## config.mk

```make
export PLATFORM = sky130hd
export DESIGN_NAME = serial_adder
export DESIGN_NICKNAME = d
export VERILOG_FILES = /design/src/rtl/serial_adder_pkg.sv /design/src/rtl/fa_cell.sv /design/src/rtl/serial_adder.sv
export SDC_FILE = /design/constraint.sdc
export NUM_CORES = 1
export LEC_CHECK = 0
export BUFFER_PORTS_ARGS = -buffer_cell sky130_fd_sc_hd__buf_2
export CAP_MARGIN = 25
export CORE_ASPECT_RATIO = 1.5
export CORE_MARGIN = 4
export CORE_UTILIZATION = 45
export CTS_CLUSTER_DIAMETER = 30
export CTS_CLUSTER_SIZE = 24
export DETAILED_ROUTE_END_ITERATION = 8
export PLACE_DENSITY = 0.71
export SETUP_SLACK_MARGIN = 0.3
export SKIP_LAST_GASP = 1
export SYNTH_ARGS = -nofsm -noshare
export SYNTH_HDL_FRONTEND = slang
export SYNTH_SLANG_ARGS = --single-unit
export TNS_END_PERCENT = 5
```

## constraint.sdc

```tcl
create_clock -name clk -period 4.95 [get_ports clk]
set_clock_uncertainty 0.2 [all_clocks]
set_input_delay 1.2375 -clock clk [delete_from_list [all_inputs] [get_ports clk]]
set_output_delay 1.2375 -clock clk [all_outputs]
set_load 0.01 [all_outputs]
```

## src/rtl/serial_adder_pkg.sv

```systemverilog
// Shared types and sizing helpers for the serial_adder block.
package serial_adder_pkg;

    // Sequencer states for the digit-serial adder.
    typedef enum logic [1:0] {
        IDLE = 2'd0,
        RUN  = 2'd1,
        DONE = 2'd2
    } state_t;

    // Digit counter width: clog2(WIDTH/DIGIT), never narrower than one bit.
    function automatic int cnt_width(input int width, input int digit);
        int n;
        n = width / digit;
        if (n <= 1) begin
            return 1;
        end else begin
            return $clog2(n);
        end
    endfunction

endpackage

```

## src/rtl/fa_cell.sv

```systemverilog
// One-bit full adder; the ripple chain of the serial adder is built from these.
module fa_cell (
    input  logic a,
    input  logic b,
    input  logic cin,
    output logic s,
    output logic cout
);

    assign s    = a ^ b ^ cin;
    assign cout = (a & b) | (cin & (a ^ b));

endmodule

```

## src/rtl/serial_adder.sv

```systemverilog
// Digit-serial adder: WIDTH-bit a + b + cin, DIGIT bits per clock through a
// chain of fa_cell instances with a registered carry between digits.
// Optional feature: define SERIAL_ADDER_OVF_EN to add the two's-complement
// overflow output ovf.
module serial_adder
    import serial_adder_pkg::*;
#(
    parameter int WIDTH = 8,
    parameter int DIGIT = 1
) (
    input  logic             clk,
    input  logic             rst_n,
    input  logic             start,
    input  logic [WIDTH-1:0] a,
    input  logic [WIDTH-1:0] b,
    input  logic             cin,
    output logic             busy,
    output logic             done,
    output logic [WIDTH-1:0] s,
    output logic             cout
`ifdef SERIAL_ADDER_OVF_EN
    ,
    output logic             ovf
`endif
);

    localparam int N  = WIDTH / DIGIT;
    localparam int CW = cnt_width(WIDTH, DIGIT);
    localparam logic [CW-1:0] LAST_CNT = CW'(N - 1);

    // Reject configurations the digit slicing cannot support.
    if ((WIDTH < 2) || (DIGIT < 1) || ((WIDTH % DIGIT) != 0)) begin : g_bad_cfg
        $error("serial_adder: WIDTH must be >= 2 and a multiple of DIGIT");
    end

    state_t           state_r;
    logic [WIDTH-1:0] a_sh_r;
    logic [WIDTH-1:0] b_sh_r;
    logic [WIDTH-1:0] psum_r;
    logic             carry_r;
    logic [CW-1:0]    cnt_r;

    logic [DIGIT:0]   chain_c_s;
    logic [DIGIT-1:0] dsum_s;
    logic [WIDTH-1:0] psum_next_s;

    // The registered carry feeds the bottom of this digit's ripple chain.
    assign chain_c_s[0] = carry_r;

    for (genvar i = 0; i < DIGIT; i++) begin : g_chain
        fa_cell u_fa (
            .a    (a_sh_r[i]),
            .b    (b_sh_r[i]),
            .cin  (chain_c_s[i]),
            .s    (dsum_s[i]),
            .cout (chain_c_s[i+1])
        );
    end

    // New digit enters the partial sum from the MSB end; after N digits the
    // first digit has reached bit 0.
    assign psum_next_s = WIDTH'({dsum_s, psum_r} >> DIGIT);

`ifdef SERIAL_ADDER_OVF_EN
    logic msb_cin_s;
    logic ovf_s;

    // On the final digit, bit DIGIT-1 of the chain is the operand MSB.
    assign msb_cin_s = chain_c_s[DIGIT-1];
    assign ovf_s     = msb_cin_s ^ chain_c_s[DIGIT];
`endif

    // Sequencer, datapath registers and held result outputs.
    always_ff @(posedge clk or negedge rst_n) begin
        if (!rst_n) begin
            state_r <= IDLE;
            a_sh_r  <= {WIDTH{1'b0}};
            b_sh_r  <= {WIDTH{1'b0}};
            psum_r  <= {WIDTH{1'b0}};
            carry_r <= 1'b0;
            cnt_r   <= {CW{1'b0}};
            busy    <= 1'b0;
            done    <= 1'b0;
            s       <= {WIDTH{1'b0}};
            cout    <= 1'b0;
`ifdef SERIAL_ADDER_OVF_EN
            ovf     <= 1'b0;
`endif
        end else begin
            case (state_r)
                IDLE: begin
                    done <= 1'b0;
                    if (start) begin
                        a_sh_r  <= a;
                        b_sh_r  <= b;
                        carry_r <= cin;
                        cnt_r   <= {CW{1'b0}};
                        busy    <= 1'b1;
                        state_r <= RUN;
                    end else begin
                        busy    <= 1'b0;
                        state_r <= IDLE;
                    end
                end
                RUN: begin
                    a_sh_r  <= a_sh_r >> DIGIT;
                    b_sh_r  <= b_sh_r >> DIGIT;
                    psum_r  <= psum_next_s;
                    carry_r <= chain_c_s[DIGIT];
                    cnt_r   <= cnt_r + CW'(1);
                    busy    <= 1'b1;
                    if (cnt_r == LAST_CNT) begin
                        s       <= psum_next_s;
                        cout    <= chain_c_s[DIGIT];
`ifdef SERIAL_ADDER_OVF_EN
                        ovf     <= ovf_s;
`endif
                        done    <= 1'b1;
                        state_r <= DONE;
                    end else begin
                        done    <= 1'b0;
                        state_r <= RUN;
                    end
                end
                DONE: begin
                    done    <= 1'b0;
                    busy    <= 1'b0;
                    state_r <= IDLE;
                end
                default: begin
                    done    <= 1'b0;
                    busy    <= 1'b0;
                    state_r <= IDLE;
                end
            endcase
        end
    end

endmodule

```

Word level (Yosys, flattened, before mapping)
Index checks and enable logic that the tools add are counted.
Widths: inputs -> output; s select.
- add/sub/neg operators: 1
- multipliers: 0
- div/mod/pow operators: 0
- order comparisons: 0
- equality and inequality tests: 3
- shift-type cells: 0
- multiplexer cells: 15
- bitwise gates (word level): 5
- reductions and logical operators: 4
- operators by type and width (cell ; count):
    $pmux 8 s2 ; 2
    $mux 8 ; 2
    $pmux 3 s2 ; 1
    $mux 1 ; 5
    $pmux 1 s2 ; 2
    $pmux 2 s2 ; 1
    $reduce_and 2->1 ; 2
    $add 3x1->3 const B ; 1
    $eq 3x3->1 const B ; 1
    $mux 3 ; 1
    $and 1x1->1 ; 2
    $eq 2x1->1 const B ; 1
    $logic_not 2->1 ; 1
    $mux 2 ; 1
    $ne 2x2->1 const B ; 1
    $reduce_bool 2->1 ; 1
    $xor 1x1->1 ; 2
    $or 1x1->1 ; 1
- flip-flop bits (word level): 41
- latch bits: 0
- memory bits (writable): 0
- bits in read-only memories: 0
- input port bits: 20
- output and inout port bits: 11
- logic and storage cells: 38
- memories kept: 0

Logic depth before layout (Yosys ltp)
Gate-level depths: netlist of run 1.
- depth in word-level cells: 4
- mapped depth: 5
- gate-level depth less buffers: 5

Cells and area by module
From an unflattened synthesis of run 1, not the netlist that was laid out.
- cell total of the unflattened synthesis: 118
- area, all modules: 1729.2 um2
- modules (own cells, without submodules) (module ; instances ; cells an instance ; area each (um2) ; seq. area each (um2)):
    serial_adder ; 1 ; 117 ; 1709.1 ; 1001.0
    fa_cell ; 1 ; 1 ; 20.0 ; 0.0

Worst setup path after synthesis of run 1
OpenSTA, ideal clock, no wires.
- path type: in2reg
- from: input port start
- to: register a_sh_r[0]
- library setup time: 0.126 ns
- arrival: 1.914 ns
- data required time: 4.624 ns
- path slack: 2.710 ns
- stages on the path: 5
- buffers on the path: 2
- path through: or2_1 clkbuf_2 buf_2 o32ai_1 nor2_1
- longest elaborated chain between the ends: 2
- ends and longest elaborated chain (element ; line ; RTL):
    start, declared ; serial_adder.sv:13 ; input logic start,
    $ne 2x2->1 (no source line) ; - ;
    $reduce_and 2->1 (no source line) ; - ;
    end signal, assigned ; serial_adder.sv:77 ; a_sh_r <= {WIDTH{1'b0}};
    end signal, assigned ; serial_adder.sv:106 ; a_sh_r <= a_sh_r >> DIGIT;
    end, declared ; serial_adder.sv:37 ; logic [WIDTH-1:0] a_sh_r;
No other way between the ends.
A chain may end at the register's enable or synchronous reset.

Worst setup path in the final report of run 1
- from: input port start
- to: register cnt_r[1]
- longest elaborated chain between the ends: 2
- ends and longest elaborated chain (element ; line ; RTL):
    $ne 2x2->1 (no source line) ; - ;
    $reduce_and 2->1 (no source line) ; - ;
    end signal, assigned ; serial_adder.sv:81 ; cnt_r <= {CW{1'b0}};
    end signal, assigned ; serial_adder.sv:97 ; cnt_r <= {CW{1'b0}};
    end signal, assigned ; serial_adder.sv:110 ; cnt_r <= cnt_r + CW'(1);
    end, declared ; serial_adder.sv:41 ; logic [CW-1:0] cnt_r;
No other way between the ends.

==> impl_metrics.yaml, run 1 <==
clock_network:
  clock_sinks: 40
  cts_made_buffers: 5
  hold_buffers: 0
  clk_pin_slew_worst_paths_ns: 0.07
  clk_latency_ns: 0.30
  htree_levels: 2
  clockBufferDepth: 2
  ctsResizeCount: 0
  cts_setup_buffers: 0
  cts_tree: "built"
  root_buffer: "clkbuf_8"
routing:
  via_count: 1267
  drc: 0
  ant_nets: 0
  drt_iter0_drc: 52
  wl_per_cell_microns: 15.87
  firstDrtPassIters: 4
  routed_wl_microns: 3524
  via_per_inst: 5.707
logic_synthesis:
  netlist.area_leader.share_pct: 57.39
  synth_edf_count: 0
  synth_area_leader_cell: "dfrtp_1"
  dominantRegCellSynth: "dfrtp_1"
  synth_area_sq_um: 1744
  async_reset_ff_share_pct: 100.0
  yosys-top-cells-area: "dfrtp_1 57%, mux2_4 7.7%, o32ai_1 7.5%"
  synth.net_count: 173
  ys_types: 22
  ys_seq_area_share_pct: 57.39
  avgSynthCellArea_sq_um: 11.63
  synthCells: 150
  ys_ff_latch: 40
  ys_warn_count: 0
floorplanning:
  core_area_sq_um: 3716
  design.portCount: 31
  chipWidth_microns: 58.83
  fp.dieH_microns: 84.25
  rows: 27
  start_util_pct: 46.94
  dieArea_sq_um: 4956
pwr:
  p_leak_nw: 0.9667
  finalPower_w: 0.001328
  ir_drop_v: 0.0003713
  p_per_area_nw_per_um2: 657.0
place:
  dpl.hpwl_microns: 2395
  io_buffers: 30
  gp_congestion: 0.7099
  post-place-ws_ns: 2.312
layout:
  diodes: 0
  final_cell_mix: "40 x dfrtp_1, 30 x buf_2, 24 x nand2_1"
  finalNetCount: 201
  areaGrowthSynthToFinish_pct: 15.85
  layout_commonest_cell: "dfrtp_1"
  drive_gt1_share_pct: 29.61
  fillers: 345
run_status:
  status: "finished clean"
global_route:
  antenna_found_initial: 0
  grt_pass1_wl_microns: 6016
  grt_max_degree: 41
  overflow: 0
  first_global_vias: 1273
  grt_usage_pct: 15.92
sta:
  timing.setup.tns_ns: 0
  slew_headroom_pct: 41.72
  setup_ws_ns: 2.620
  whs_ns: 0.2980
  timing.final.crit_period_ns: 2.330
  worst_slew_pin_slew_ns: 0.8742
  rsz0062_at_grt: "no"
  fmax_mhz: 429.2
  fin_crit_sh_pct: 47.07
  finalSetupViolCount: 0
  final-max-slew-violation-count: 0
  final_hold_viol_count: 0
setup_path:
  worstSetupPathType: "in2reg"
  cp-start-kind: "primary input"
  endpoint_kind: "flip-flop"
  cp.required_ns: 4.94
  worstPathMaxFanout: 16
  arrival_ns: 2.32
flow_run:
  cap_violations: 0
min_path:
  hp-class: "reg2reg"
==> routing by layer <==
| layer | global-route usage (%) | vias up | wire length, microns |
|---|---|---|---|
| li1 | - | 600 | - |
| met1 | 18.16 | 619 | 1387 |
| met2 | 26.36 | 40 | 1838 |
| met3 | 5.077 | 8 | 222 |
| met4 | 7.423 | 0 | 76 |
| met5 | 0 | - | 0 |
==> cell usage after synthesis, types with 2 or more instances <==
master / count
nand2_1: 24
a22o_2: 2
mux2_4: 9
nand2b_1: 2
o22ai_1: 15
inv_1: 3
ha_1: 2
nor2_1: 16
dfrtp_1: 40
o32ai_1: 15
buf_2: 6
o21ai_0: 6
==> through the flow <==
| step | utilization [%] | cells | instance area, sq um |
|---|---|---|---|
| after floorplan | - | 150 | 1744 |
| after global placement | 50.98 | 214 | 1894 |
| after detailed placement | 50.98 | 214 | 1894 |
| after CTS | 54.38 | 222 | 2021 |
| after global routing | 54.38 | 222 | 2021 |
| final | 54.38 | 222 | 2021 |
==> state kept, by name (all words and copies together) (netlist names) <==
name     flops
cnt_r        3
carry_r      1
a_sh_r       8
busy         1
state_r      2
b_sh_r       8
s            8
cout         1
done         1
psum_r       7
==> cell type report <==
type / instances / area, sq um / area share, %
multi-input cells: 97 / 666.9 / 33.00
inverters: 4 / 22.52 / 1.115
clock buffers: 7 / 96.34 / 4.768
repair buffers: 30 / 150.1 / 7.430
clock inverters: 1 / 30.03 / 1.486
well taps: 43 / 53.80 / 2.663
flip-flops and latches: 40 / 1001 / 49.54
==> report_power, final <==
part           total [W]  internal, W  switching [W]
combinational   0.000441     0.000214       0.000227
sequential      0.000594     0.000475       0.000119
clock           0.000292     0.000178       0.000114
total            0.00133     0.000867       0.000461
==> final timing paths <==
kind	depth (start not counted)	slack, ns	endpoint	from
worst min-delay path	2	0.30	psum_r[1]$_DFFE_PN0N_	psum_r[1]$_DFFE_PN0N_
max in group asynchronous	1	3.14	s[3]$_DFFE_PN0P_	rst_n
worst max register to register	4	2.66	s[1]$_DFFE_PN0P_	state_r[0]$_DFF_PN0_
worst min register to register	2	0.30	psum_r[1]$_DFFE_PN0N_	psum_r[1]$_DFFE_PN0N_
worst max-delay path	4	2.62	cnt_r[1]$_DFFE_PN0P_	start
min in group asynchronous	1	0.85	a_sh_r[5]$_DFFE_PN0P_	rst_n
==> worst max-delay path, stage by stage <==
cell and delay [ns]:
buf_2 0.11, or2_1 0.46, nand2_1 0.21, a22o_2 0.29
==> logic make-up after synthesis <==
kind of cell | synth area share [%]
flip-flops | 57.39
AO/OA/AOI/OAI | 16.07
AND/OR/NAND/NOR | 11.84
adder cells (fa/ha/maj) | 2.582
multiplexers | 7.748
buffers and inverters | 4.376
No activity file was read; power rests on OpenSTA's default activity.
==> run 2, diff against run 1 <==
- clock period: 4.95 -> 2.27 ns (I/O delays scaled with it)
==> run 2 against run 1 <==
Effect of this change: die area unchanged; highest routed layer unchanged; core utilization hardly changed; design area is essentially flat; flip-flop and latch count unchanged; hold slack got worse by 0.27 ns; power grew 110%; combinational power rose by 130%; register-to-register slack worse by 2.1 ns; sequential share of layout area is essentially flat; via count rose by 2.0%; count of clock-buffer cells in the layout decreased by 1; largest cell class unchanged.
==> impl_metrics.yaml, run 2 (synthesis results as in run 1) <==
global_route:
  overflow: 0
  grt_max_degree: 22
  first_global_vias: 1322
  antenna_found_initial: 0
  grt_usage_pct: 15.23
  grt_pass1_wl_microns: 5865
clock_network:
  cts_tree: "built"
  clk_pin_slew_worst_paths_ns: 0.07
  hold_buffers: 0
  cts_setup_buffers: 0
  cts_made_buffers: 5
  clk_latency_ns: 0.29
  clockBufferDepth: 2
  root_buffer: "clkbuf_8"
  htree_levels: 2
  ctsResizeCount: 0
  clock_sinks: 40
layout:
  diodes: 0
  areaGrowthSynthToFinish_pct: 15.93
  final_cell_mix: "40 x dfrtp_1, 30 x buf_2, 24 x nand2_1"
  fillers: 339
  largestRegisters: "a_sh_r (8), b_sh_r (8), s (8)"
  layout_commonest_cell: "dfrtp_1"
  finalNetCount: 206
  post-route-util_pct: 54.41
  drive_gt1_share_pct: 30.60
sta:
  worst_slew_pin_slew_ns: 0.5675
  fin_crit_sh_pct: 74.01
  timing.final.crit_period_ns: 1.680
  rsz0062_at_grt: "no"
  final_hold_viol_count: 0
  timing.setup.tns_ns: 0
  fmax_mhz: 595.2
  slew_headroom_pct: 62.17
  final-max-slew-violation-count: 0
  setup_ws_ns: 0.5900
  finalSetupViolCount: 0
  whs_ns: 0.02813
routing:
  routed_wl_microns: 3498
  drt_iter0_drc: 29
  via_count: 1292
  firstDrtPassIters: 4
  via_per_inst: 5.717
  ant_nets: 0
  drc: 0
  wl_per_cell_microns: 15.48
place:
  post-place-ws_ns: 0.3416
  io_buffers: 30
  gp_congestion: 0.7928
  dpl.hpwl_microns: 2595
pwr:
  ir_drop_v: 0.0007345
  p_leak_nw: 0.9709
  p_per_area_nw_per_um2: 1353
setup_path:
  crit_slowest_cell: "or2_1"
  r2r_cells: 3
  r2r_end: "cnt_r[2]$_DFFE_PN0P_"
  path_cells: "or2_1 > nand2_1 > a22o_2"
  r2r_slack_ns: 0.59
  worstPathMaxFanout: 16
  cpPeakStageDelay_ns: 0.47
  cp-start-kind: "flip-flop"
  r2r_start: "state_r[0]$_DFF_PN0_"
  arrival_ns: 1.66
  worstSetupPathType: "reg2reg"
  cp.required_ns: 2.25
  endpoint_kind: "flip-flop"
floorplanning:
  start_util_pct: 46.94
  chipWidth_microns: 58.83
  core_area_sq_um: 3716
  rows: 27
  fp.dieH_microns: 84.25
  dieArea_sq_um: 4956
  design.portCount: 31
flow_run:
  cap_violations: 0
run_status:
  status: "finished clean"
min_path:
  hp-class: "in2async"
==> run 2: cell count changes in the layout (fill, tap and decap cells not counted), sizes merged <==
| cell | change |
|---|---|
| clkbuf | -1 |
| buf | +5 |
| bufinv | -1 |
| clkinv | +1 |
==> run 2: layer usage <==
layer  track usage, %  vias up  wire length, microns  part of all wire [%]
met5                0        -                     0                     0
met4            7.216        0                    52                   1.5
met3            4.769        6                   215                   6.1
met2            25.15       53                  1856                    53
met1            17.43      627                  1373                    39
li1                 -      606                     -                     -
==> run 2: stage by stage <==
stage | instance area, sq um | power, W | std cells
2_1_floorplan | 1744 | 0.002016 | 150
3_5_place_dp | 1944 | 0.002335 | 219
4_1_cts | 2022 | 0.002771 | 226
5_1_grt | 2022 | 0.002951 | 226
6_report | 2022 | 0.002736 | 226
3_3_place_gp | 1944 | 0.002254 | 219
==> run 2: area by class of cell <==
class,instances,area (sq um),share of cell area [%]
Tap cell,43,53.80,2.661
Clock buffer,6,72.57,3.589
Clock inverter,1,5.005,0.2475
Sequential cell,40,1001,49.50
Timing Repair Buffer,35,200.2,9.901
Inverter,4,22.52,1.114
Multi-Input combinational cell,97,666.9,32.98
==> run 2: worst max path at each step <==
| stage | startpoint | end | cells after the start |
|---|---|---|---|
| after floorplan | start | a_sh_r[0]$_DFFE_PN0P_ | 5 |
| after global placement | start | cnt_r[2]$_DFFE_PN0P_ | 4 |
| after detailed placement | start | cnt_r[2]$_DFFE_PN0P_ | 4 |
| after CTS | state_r[0]$_DFF_PN0_ | cnt_r[2]$_DFFE_PN0P_ | 3 |
| after global routing | state_r[1]$_DFF_PN0_ | a_sh_r[6]$_DFFE_PN0P_ | 3 |
| final | state_r[0]$_DFF_PN0_ | cnt_r[2]$_DFFE_PN0P_ | 3 |
==> run 2: report_power, final <==
group	internal, W	leakage [nW]	switching [W]
registers	0.00104	0.485	0.000234
clock network	0.000209	0.0410	0.000225
logic	0.000501	0.445	0.000530
total	0.00175	0.971	0.000989
==> run 2: worst max-delay path, delay by kind of cell, from the launching register on <==
family / cells / cell delay (ns)
and+or+nand+nor: 2 / 0.67
DFF: 1 / 0.41
AOI/OAI and AO/OA: 1 / 0.29
==> run 3, diff against run 2 <==
- clock period: 2.27 -> 1.7 ns (I/O delays scaled with it)
==> run 3 against run 2 <==
Effect of this change: combinational power rose by 57%; register-to-register slack worse by 0.41 ns; first-iteration DRC count up 48%; hold slack gained 0.17 ns; critical path depth increased by 2; sequential power is 35% higher; clock power grew 45%; core utilization up 4.6 points; fmax up 10%; power increased by 45%; critical path type unchanged.
==> impl_metrics.yaml, run 3 (synthesis results as in run 1) <==
clock_network:
  clockBufferDepth: 2
  htree_levels: 2
  clk_pin_slew_worst_paths_ns: 0.07
  root_buffer: "clkbuf_8"
  cts_made_buffers: 5
  cts_tree: "built"
  clock_sinks: 40
  clk_latency_ns: 0.29
min_path:
  min_from: "a[7]"
  worst_hold_path.endpoint: "a_sh_r[7]$_DFFE_PN0P_"
  hold_depth: 3
  hp-class: "in2reg"
run_status:
  status: "finished clean"
layout:
  register_area_sq_um: 1001
  largestRegisters: "a_sh_r (8), b_sh_r (8), s (8)"
  multi_input_area_sq_um: 730.7
  layout_commonest_cell: "dfrtp_1"
  finalNetCount: 218
  areaGrowthSynthToFinish_pct: 25.68
  drive_gt1_share_pct: 38.78
  final_cell_mix: "40 x dfrtp_1, 31 x buf_2, 24 x nand2_1"
  fillers: 330
  post-route-util_pct: 58.99
  diodes: 0
place:
  dpl.hpwl_microns: 2847
  io_buffers: 30
  gp_congestion: 0.7891
global_route:
  met2_usage_pct: 29.07
  grt_usage_pct: 17.43
  overflow: 0
  antenna_found_initial: 0
  first_global_vias: 1405
  grtUsageMet1_pct: 20.90
  grt_max_degree: 26
  grt_pass1_wl_microns: 6589
  top_usage_layer: "met2"
  grt_use_met3_pct: 4.923
setup_path:
  path_cells: "ha_2 > ha_4 > nand2_8 > inv_8 > mux2_4"
  worstSetupPathType: "reg2reg"
  crit_family: "flip-flops"
  endpoint_kind: "flip-flop"
  arrival_ns: 1.49
  cp-start-kind: "flip-flop"
  critical_path_buf_inv_count: 1
  worstPathMaxFanout: 7
  r2r_cells: 5
  r2r_slack_ns: 0.18
  cpPeakStageDelay_ns: 0.40
  r2r_start: "cnt_r[1]$_DFFE_PN0P_"
  r2r_end: "s[2]$_DFFE_PN0P_"
  cp.required_ns: 1.67
  crit_slowest_cell: "dfrtp_1"
sta:
  final-max-slew-violation-count: 0
  finalSetupViolCount: 0
  worst_slew_pin_slew_ns: 0.4036
  final_hold_viol_count: 0
  fin_crit_sh_pct: 89.44
  timing.setup.tns_ns: 0
  rsz0062_at_grt: "yes"
  slew_headroom_pct: 73.09
  fmax_mhz: 657.7
  timing.final.crit_period_ns: 1.521
routing:
  via_count: 1335
  ant_nets: 0
  wl_per_cell_microns: 16.34
  via_per_inst: 5.586
  firstDrtPassIters: 4
  drc: 0
  drt_iter0_drc: 43
  routed_wl_microns: 3906
floorplanning:
  design.portCount: 31
  core_area_sq_um: 3716
  dieArea_sq_um: 4956
  chipWidth_microns: 58.83
  start_util_pct: 46.94
  rows: 27
  fp.dieH_microns: 84.25
pwr:
  ir_drop_v: 0.001047
  p_leak_nw: 1.049
  p_per_area_nw_per_um2: 1810
flow_run:
  cap_violations: 0
run 3: cell count changes in the layout (fill, tap and decap cells not counted), moves of 2 or more:
cell / before / now
o22ai_2: 0 / 3
buf_4: 4 / 13
nand2b_1: 2 / 0
ha_1: 2 / 0
nand2b_4: 0 / 2
o22ai_1: 15 / 12
run 3: layout make-up:
type / count / share of cell area (%)
repair buffers: 47 / 13.41
inverters: 4 / 1.027
clock buffers: 8 / 4.110
well taps: 43 / 2.454
multi-input cells: 97 / 33.33
flip-flops and latches: 40 / 45.66
run 3: tightest hold or removal path: stages:
cell	delay, ns
buf_2	0.10
nand2_1	0.05
o21ai_0	0.07
run 3: report_power, final:
group	total [W]	switching [W]	internal, W
clock	0.000629	0.000299	0.000331
sequential	0.00171	0.000329	0.00139
combinational	0.00162	0.000789	0.000834
run 3: worst max path at each step:
stage                              start                    end  cells after the start
floorplan           cnt_r[0]$_DFFE_PN0P_       s[0]$_DFFE_PN0P_                      5
global placement    cnt_r[0]$_DFFE_PN0P_       s[4]$_DFFE_PN0P_                      5
detailed placement                 start  a_sh_r[2]$_DFFE_PN0P_                      5
CTS                 cnt_r[1]$_DFFE_PN0P_       s[2]$_DFFE_PN0P_                      5
global route        cnt_r[0]$_DFFE_PN0P_       s[0]$_DFFE_PN0P_                      5
finish              cnt_r[1]$_DFFE_PN0P_       s[2]$_DFFE_PN0P_                      5
run 3: through the flow:
step	setup WS, ns	area, sq um	hold slack (ns)	cells	power, W
2_1_floorplan	0.2330	1759	-0.07059	150	0.002719
3_3_place_gp	0.2123	2019	0.1686	227	0.003118
3_5_place_dp	0.1563	2019	0.1726	227	0.003234
4_1_cts	0.1934	2138	0.1818	237	0.003923
5_1_grt	0.1437	2192	0.1929	239	0.004320
6_report	0.1795	2192	0.1971	239	0.003967
run 3: timing repair:
action / in CTS / in global routing
endpoints found under the hold margin: 15 / 0
gates cloned: 0 / 1
setup endpoints to repair: 33 / 46
pin swaps: 1 / 1
setup buffers: 1 / 1
resized for setup: 2 / 8
hold buffers: 1 / 0
run 3: layer usage:
layer / routed length (microns) / part of all wire [%]
met1: 1467 / 38
met2: 2185 / 56
met3: 235 / 6.0
met4: 17 / 0.44
met5: 0 / 0
